File: config.mk
export PLATFORM = sky130hd
export DESIGN_NAME = trace_cmd_queue
export DESIGN_NICKNAME = d
export VERILOG_FILES = /design/src/rtl/trace_cmd_queue.sv
export SDC_FILE = /design/constraint.sdc
export NUM_CORES = 1
export LEC_CHECK = 0
export CORE_MARGIN = 2
export CORE_UTILIZATION = 35
export CTS_BUF_LIST = sky130_fd_sc_hd__clkbuf_2
export DETAILED_ROUTE_END_ITERATION = 10
export SETUP_SLACK_MARGIN = 0.5
export SLEW_MARGIN = 40
export SYNTH_ARGS = -nofsm -noshare
export SYNTH_HDL_FRONTEND = slang
export SYNTH_SLANG_ARGS = --single-unit
export TNS_END_PERCENT = 1
File: constraint.sdc
create_clock -name clk -period 17.4 [get_ports clk]
set_input_delay 5.22 -clock clk [delete_from_list [all_inputs] [get_ports clk]]
set_output_delay 5.22 -clock clk [all_outputs]
set_load 0.02 [all_outputs]
File: src/rtl/trace_cmd_queue.sv
// Validating FIFO between the trace-file reader and cache_statistics.
// Drops illegal command codes, buffers legal ones, and raises out_eof once the stream has drained.
module trace_cmd_queue #(
   parameter int CMD_W  = 4,
   parameter int ADDR_W = 32,
   parameter int DEPTH  = 8,
   parameter int CNT_W  = 16
) (
   input  logic                         clk,
   input  logic                         rst,
   input  logic                         in_valid,
   output logic                         in_ready,
   input  logic [CMD_W-1:0]             in_command,
   input  logic [ADDR_W-1:0]            in_address,
   input  logic                         in_eof,
   output logic                         out_valid,
   input  logic                         out_ready,
   output logic [CMD_W-1:0]             out_command,
   output logic [ADDR_W-1:0]            out_address,
   output logic                         out_eof,
   output logic [$clog2(DEPTH+1)-1:0]   count,
   output logic [CNT_W-1:0]             accepted_cnt,
   output logic [CNT_W-1:0]             dropped_cnt,
   output logic                         late_err
);

   localparam int PW = $clog2(DEPTH);
   localparam int CW = $clog2(DEPTH+1);
   localparam logic [CW-1:0] FULL = CW'(DEPTH);

   typedef enum logic [1:0] {ACTIVE, DRAIN, DONE} state_t;

   state_t            state;
   logic [CMD_W-1:0]  mem_cmd  [DEPTH];
   logic [ADDR_W-1:0] mem_addr [DEPTH];
   logic [PW-1:0]     wr_ptr;
   logic [PW-1:0]     rd_ptr;
   logic              legal;
   logic              in_hs;
   logic              push;
   logic              pop;
   logic [CW-1:0]     count_next;

   always_comb begin
      legal = 1'b0;
      if (in_command <= CMD_W'(6))
         legal = 1'b1;
      if (in_command == CMD_W'(8) || in_command == CMD_W'(9))
         legal = 1'b1;
   end

   assign in_ready  = (state == ACTIVE) && (count != FULL);
   assign out_valid = (count != '0);
   assign in_hs     = in_valid & in_ready;
   assign push      = in_hs & legal;
   assign pop       = out_valid & out_ready;
   assign out_eof   = (state == DONE);

   // Head is gated so the outputs read zero whenever the queue is empty.
   assign out_command = out_valid ? mem_cmd[rd_ptr]  : '0;
   assign out_address = out_valid ? mem_addr[rd_ptr] : '0;

   always_comb begin
      count_next = count;
      if (push && !pop)
         count_next = count + CW'(1);
      else if (pop && !push)
         count_next = count - CW'(1);
   end

   always_ff @(posedge clk) begin
      if (push) begin
         mem_cmd[wr_ptr]  <= in_command;
         mem_addr[wr_ptr] <= in_address;
      end
   end

   always_ff @(posedge clk) begin
      if (rst) begin
         state        <= ACTIVE;
         wr_ptr       <= '0;
         rd_ptr       <= '0;
         count        <= '0;
         accepted_cnt <= '0;
         dropped_cnt  <= '0;
         late_err     <= 1'b0;
      end else begin
         count <= count_next;
         if (push)
            wr_ptr <= wr_ptr + PW'(1);
         if (pop)
            rd_ptr <= rd_ptr + PW'(1);

         if (push && accepted_cnt != '1)
            accepted_cnt <= accepted_cnt + CNT_W'(1);
         if (in_hs && !legal && dropped_cnt != '1)
            dropped_cnt <= dropped_cnt + CNT_W'(1);

         if (state != ACTIVE && in_valid)
            late_err <= 1'b1;

         // A push accepted alongside in_eof is the final entry and is counted in count_next.
         case (state)
            ACTIVE: if (in_eof) state <= (count_next == '0) ? DONE : DRAIN;
            DRAIN:  if (count_next == '0) state <= DONE;
            DONE:   state <= DONE;
            default: state <= ACTIVE;
         endcase
      end
   end

endmodule

# Word level (Yosys, flattened, before mapping)
# Memories as Yosys holds them, arrays and structs flattened. A register that Yosys moved wholly into a read port is not among the register bits.
# Index checks and enable logic that the tools add are counted.
dict set report classes {
  muxes 16
  shift 0
  reduce_logical 16
  mul 0
  n_addsub 6
  order_cmp 1
  bitwise 3
  div_mod_pow 0
  eq_ne 9
}
# op count
set op_table {}
lappend op_table {{16-bit by 1-bit adder with 16-bit output, second input constant} 2}
lappend op_table {{32-bit 2-to-1 mux} 1}
lappend op_table {{16-bit != test, second input constant} 2}
lappend op_table {{3-bit 2-to-1 mux} 4}
lappend op_table {{4-bit 2-to-1 mux} 3}
lappend op_table {{4-bit == test, second input constant} 2}
lappend op_table {{1-bit logical AND} 7}
lappend op_table {{3-bit by 1-bit adder with 3-bit output, second input constant} 2}
lappend op_table {{2-bit 2-to-1 mux} 3}
lappend op_table {{2-bit one-hot mux with 3 select lines} 1}
lappend op_table {{4-bit by 1-bit adder with 4-bit output, second input constant} 1}
lappend op_table {{4-bit by 3-bit <= comparator with 1-bit output, second input constant} 1}
lappend op_table {{4-bit zero test} 1}
lappend op_table {{1-bit 2-to-1 mux} 4}
lappend op_table {{2-bit != test, second input constant} 2}
lappend op_table {{4-bit != test, second input constant} 1}
lappend op_table {{4-bit nonzero test} 1}
lappend op_table {{4-bit by 1-bit subtractor with 4-bit output, second input constant} 1}
lappend op_table {{1-bit AND} 3}
lappend op_table {{1-bit zero test} 3}
lappend op_table {{2-bit by 1-bit == test with 1-bit output, second input constant} 1}
lappend op_table {{2-bit == test, second input constant} 1}
lappend op_table {{2-bit zero test} 1}
lappend op_table {{2-bit AND reduction} 1}
lappend op_table {{2 further kinds} 2}
dict set report word_totals {
  ff_bits 45
  latch_bits 0
  rom_bits 0
  word_cells 60
  out_inout_bits 76
  ram_bits 288
  n_memories 2
  in_bits 41
}
# name words word_bits read_ports rd_ports_with_merged_regs wr line
set memory_table {}
lappend memory_table {mem_addr 8 32 1 1 1 35} ;# logic [ADDR_W-1:0] mem_addr [DEPTH];
lappend memory_table {mem_cmd 8 4 1 1 1 34} ;# logic [CMD_W-1:0] mem_cmd [DEPTH];

# Logic depth before layout (Yosys ltp)
dict set report logic_depth {
  depth_word 12
  depth_mapped 11
  mapped_depth_nobuf 10
}

# Worst setup path before layout
# Ideal clock, no wire load.
dict set report synth_path {
  path_kind {input to register}
  start {input port in_command[1]}
  end {memory mem_addr[4][0], enable pin}
  arrival_time_ns 9.762
  cell_stages 5
  setup_time_ns 0.532
  n_path_buf 1
  setup_slack_ns 7.106
  required_time_ns 16.868
  cell_sequence {o21ai_0 -> and2_1 -> nand2_1 -> buf_2 -> nor4b_1}
}
dict set report synth_between {
  elab_chain_len 6
}
# item line
set synth_rtl {}
lappend synth_rtl {{from (decl)} 13} ;# input logic [CMD_W-1:0] in_command,
lappend synth_rtl {{4-bit by 3-bit <= comparator with 1-bit output / 4-bit == test (equally long branches)} {46, 48}}
lappend synth_rtl {{1-bit 2-to-1 mux / 1-bit logical OR (equally long branches)} {46, 48}}
lappend synth_rtl {{1-bit 2-to-1 mux (*)} 48} ;# if (in_command == CMD_W'(8) || in_command == CMD_W'(9))
lappend synth_rtl {{1-bit AND (*)} 55} ;# assign push = in_hs & legal;
lappend synth_rtl {{1-bit 2-to-1 mux (*)} 72} ;# if (push) begin
lappend synth_rtl {{1-bit 2-to-1 mux (implied by the code) (*)} 74} ;# mem_addr[wr_ptr] <= in_address;
lappend synth_rtl {{to (decl)} 35}
# Mark *: on every way between the ends. The rest lies on a longest branch, timed or not.

==> metrics.txt <==
Synth area leader edfxtp_1; slowest CP cell dfxtp_4; PostCTS Resize Cnt 0; RSZ-0062 raised after global routing false; HP Class reg2reg; post-route insts no fill 1492; Power Density 128 nW/um2; Setup Viol. Count Final 0; share of synthesized registers carrying an async set or reset 0; fin crit share 0.503; Cell Area, Synth 13300 um2; Post-DP HPWL 15.1 mm; # DRC 0; Cells after DPL 1344; Clock Skews 0.0723 ns; Distinct cells, synth 50; pre-CTS setup slack 8.90 ns; delay of the slowest cell on the worst path 0.67 ns; Clk network pwr share 0.249; clk buf depth 3; CP arrival 3.54 ns; setup slack, reg-to-reg 13.97 ns; Detailed Route Iter0 Violations 313; setup slack after layout 8.64 ns; RePlAce Congestion 0.747; outcome complete, no violations; syn nets 783; Comb pwr share 0.289; Psw 645 uW; Critical Path Start Type register; CTS Root Cell clkbuf_2; P_int 1390 uW; Hold Vio Cnt, Final 0; Worst slew margin 0.472; Slew @ Worst Pin 0.792 ns; Die ar. 39500 um2; Port Buffer Count 116; Max-cap violations 0; Layout fillers 3448; Core ar. 37500 um2; Data required, critical path 12.18 ns; Post-synth EDFFs 288; vias 7141; post-CTS setup buffers 0; FP Rows 71; max-slew violations 0; power consumption 2040 uW; first-pass GRT wire length 42.1 mm; CP endpoint kind output port; post-synthesis register bit count 336; area occupied by multi-input gates 3540 um2; Synth top cells by count 288 x edfxtp_1, 85 x nor2_1, 72 x mux4_2; LEAKAGE 0.00505 uW; maximum VDD drop 0.0535 mV; Worst-Skew Late Latency 0.89 ns; initial antenna violation count 1; clk slew on worst S/H paths 0.10 ns; IO Pins 117; DR pass1 iterations 4; Die Y-Extent 199 um; most frequent cell after synthesis edfxtp_1; share of post-route cells with drive strength above 1 0.243; Routed wire per std cell 18.2 um; Setup TNS 0 ns; Nets 968; CTS Hold Bufs 0; clk sink count 336; Final ANT Viol Nets 0; vias per cell 4.79; most common flop cell mapped by yosys edfxtp_1; mean area per synthesized cell 18.1 um2; worst-path cell chain buf_4 -> mux4_2 -> mux2i_1 -> nor2_1 -> clkdlybuf4s50_1; Yosys top cell area share 0.652; fin crit period 8.76 ns; final wirelength 27.2 mm; Area contributors post-synth edfxtp_1 65%, mux4_2 12%, dfxtp_1 7.2%; Area Growth Syn to Fin 19.8%; sequential fraction of the synthesis area 0.724; Sequential Power Share 0.461; GR Overflow Total 0; switch share 0.316; Reg area 9620 um2; gr usage total 0.141; WS Path Type reg2out; vias in the first global route 7524; DIE WIDTH 199 um; cts bufs inserted 82; Cells after Synth 732; largest net degree at the start of global routing 48; CTS tree built; Fmax 114 MHz; H-tree depth 3; crit path max fanout 30; Initial Utilization 0.354; Syn. warnings 0
power groups by stage:
stage / Sequential, uW / Clock, uW / Combinational (uW)
finish: 941 / 509 / 590
global route: 947 / 573 / 642
CTS: 943 / 532 / 604
detailed placement: 961 / 0 / 602
global placement: 987 / 0 / 567
floorplan: 947 / 0 / 383
stage by stage:
step / instance area, um2 / hold slack (ns) / util
2_1_floorplan: 13300 / 0.454 / -
3_3_place_gp: 15100 / 0.453 / 0.403
3_5_place_dp: 15100 / 0.460 / 0.404
4_1_cts: 15900 / 0.482 / 0.424
5_1_grt: 15900 / 0.546 / 0.424
6_report: 15900 / 0.486 / 0.424
cell usage in the layout, fill, tap and decap left out, drive strengths merged, types with 3 or more instances in the layout:
cell and count:
and4 3, clkbuf 119, xor2 21, nor4 4, edfxtp 288, inv 11
nor4b 3, nor2 86, buf 16, xnor2 13, and3 4, clkinv 24
nand3 12, nand2 28, mux2i 38, ha 10, mux4 72, o21ai 5
nor3 6, a21oi 9, nor3b 3, clkdlybuf4s50 116, dfxtp 48, nand4 13
a211oi 3
layout make-up:
type                       instances  area share
antenna                            1    0.000157
clock buffer                     119      0.0374
clock inverter                    28     0.00991
inverter                           9     0.00212
multi-input combinational        356       0.223
sequential                       336       0.605
tap                              511      0.0402
timing repair buffer             132      0.0829
worst paths after layout:
check                 from  cells after the start         endpoint
hold / removal    late_err                      2         late_err
setup reg to reg  count[0]                      8   mem_addr[5][2]
setup / recovery  register                      5  out_address[12]
hold reg to reg   late_err                      2         late_err
flip-flops by register name (all words and copies together), names as in the netlist, named ones only:
name          cells
accepted_cnt     16
state             2
dropped_cnt      16
mem_cmd          32
count             4
late_err          1
rd_ptr            3
wr_ptr            3
mem_addr        256
kinds of logic after synthesis:
kind of cell | Yosys count | share of synthesized area
buffers and inverters | 40 | 0.0127
adder cells (fa/ha/maj) | 11 | 0.0102
AND/OR/NAND/NOR | 171 | 0.0624
AO/OA/AOI/OAI | 29 | 0.0165
XOR/XNOR | 34 | 0.0224
multiplexers | 111 | 0.152
flip-flops | 336 | 0.724
critical path, delay by kind of cell (launching register included):
family	cells	cell delay, ns
DFF	1	0.67
buffers and inverters	2	1.14
muxes	2	0.80
and+or+nand+nor	1	0.07
routing by layer:
layer	vias up	global-route usage	wire length [um]
li1	3316	-	-
met1	3595	0.180	12100
met2	184	0.226	12900
met3	46	0.0448	1700
met4	0	0.0542	520
met5	-	0	0
Power figures use the tool's default switching activity.
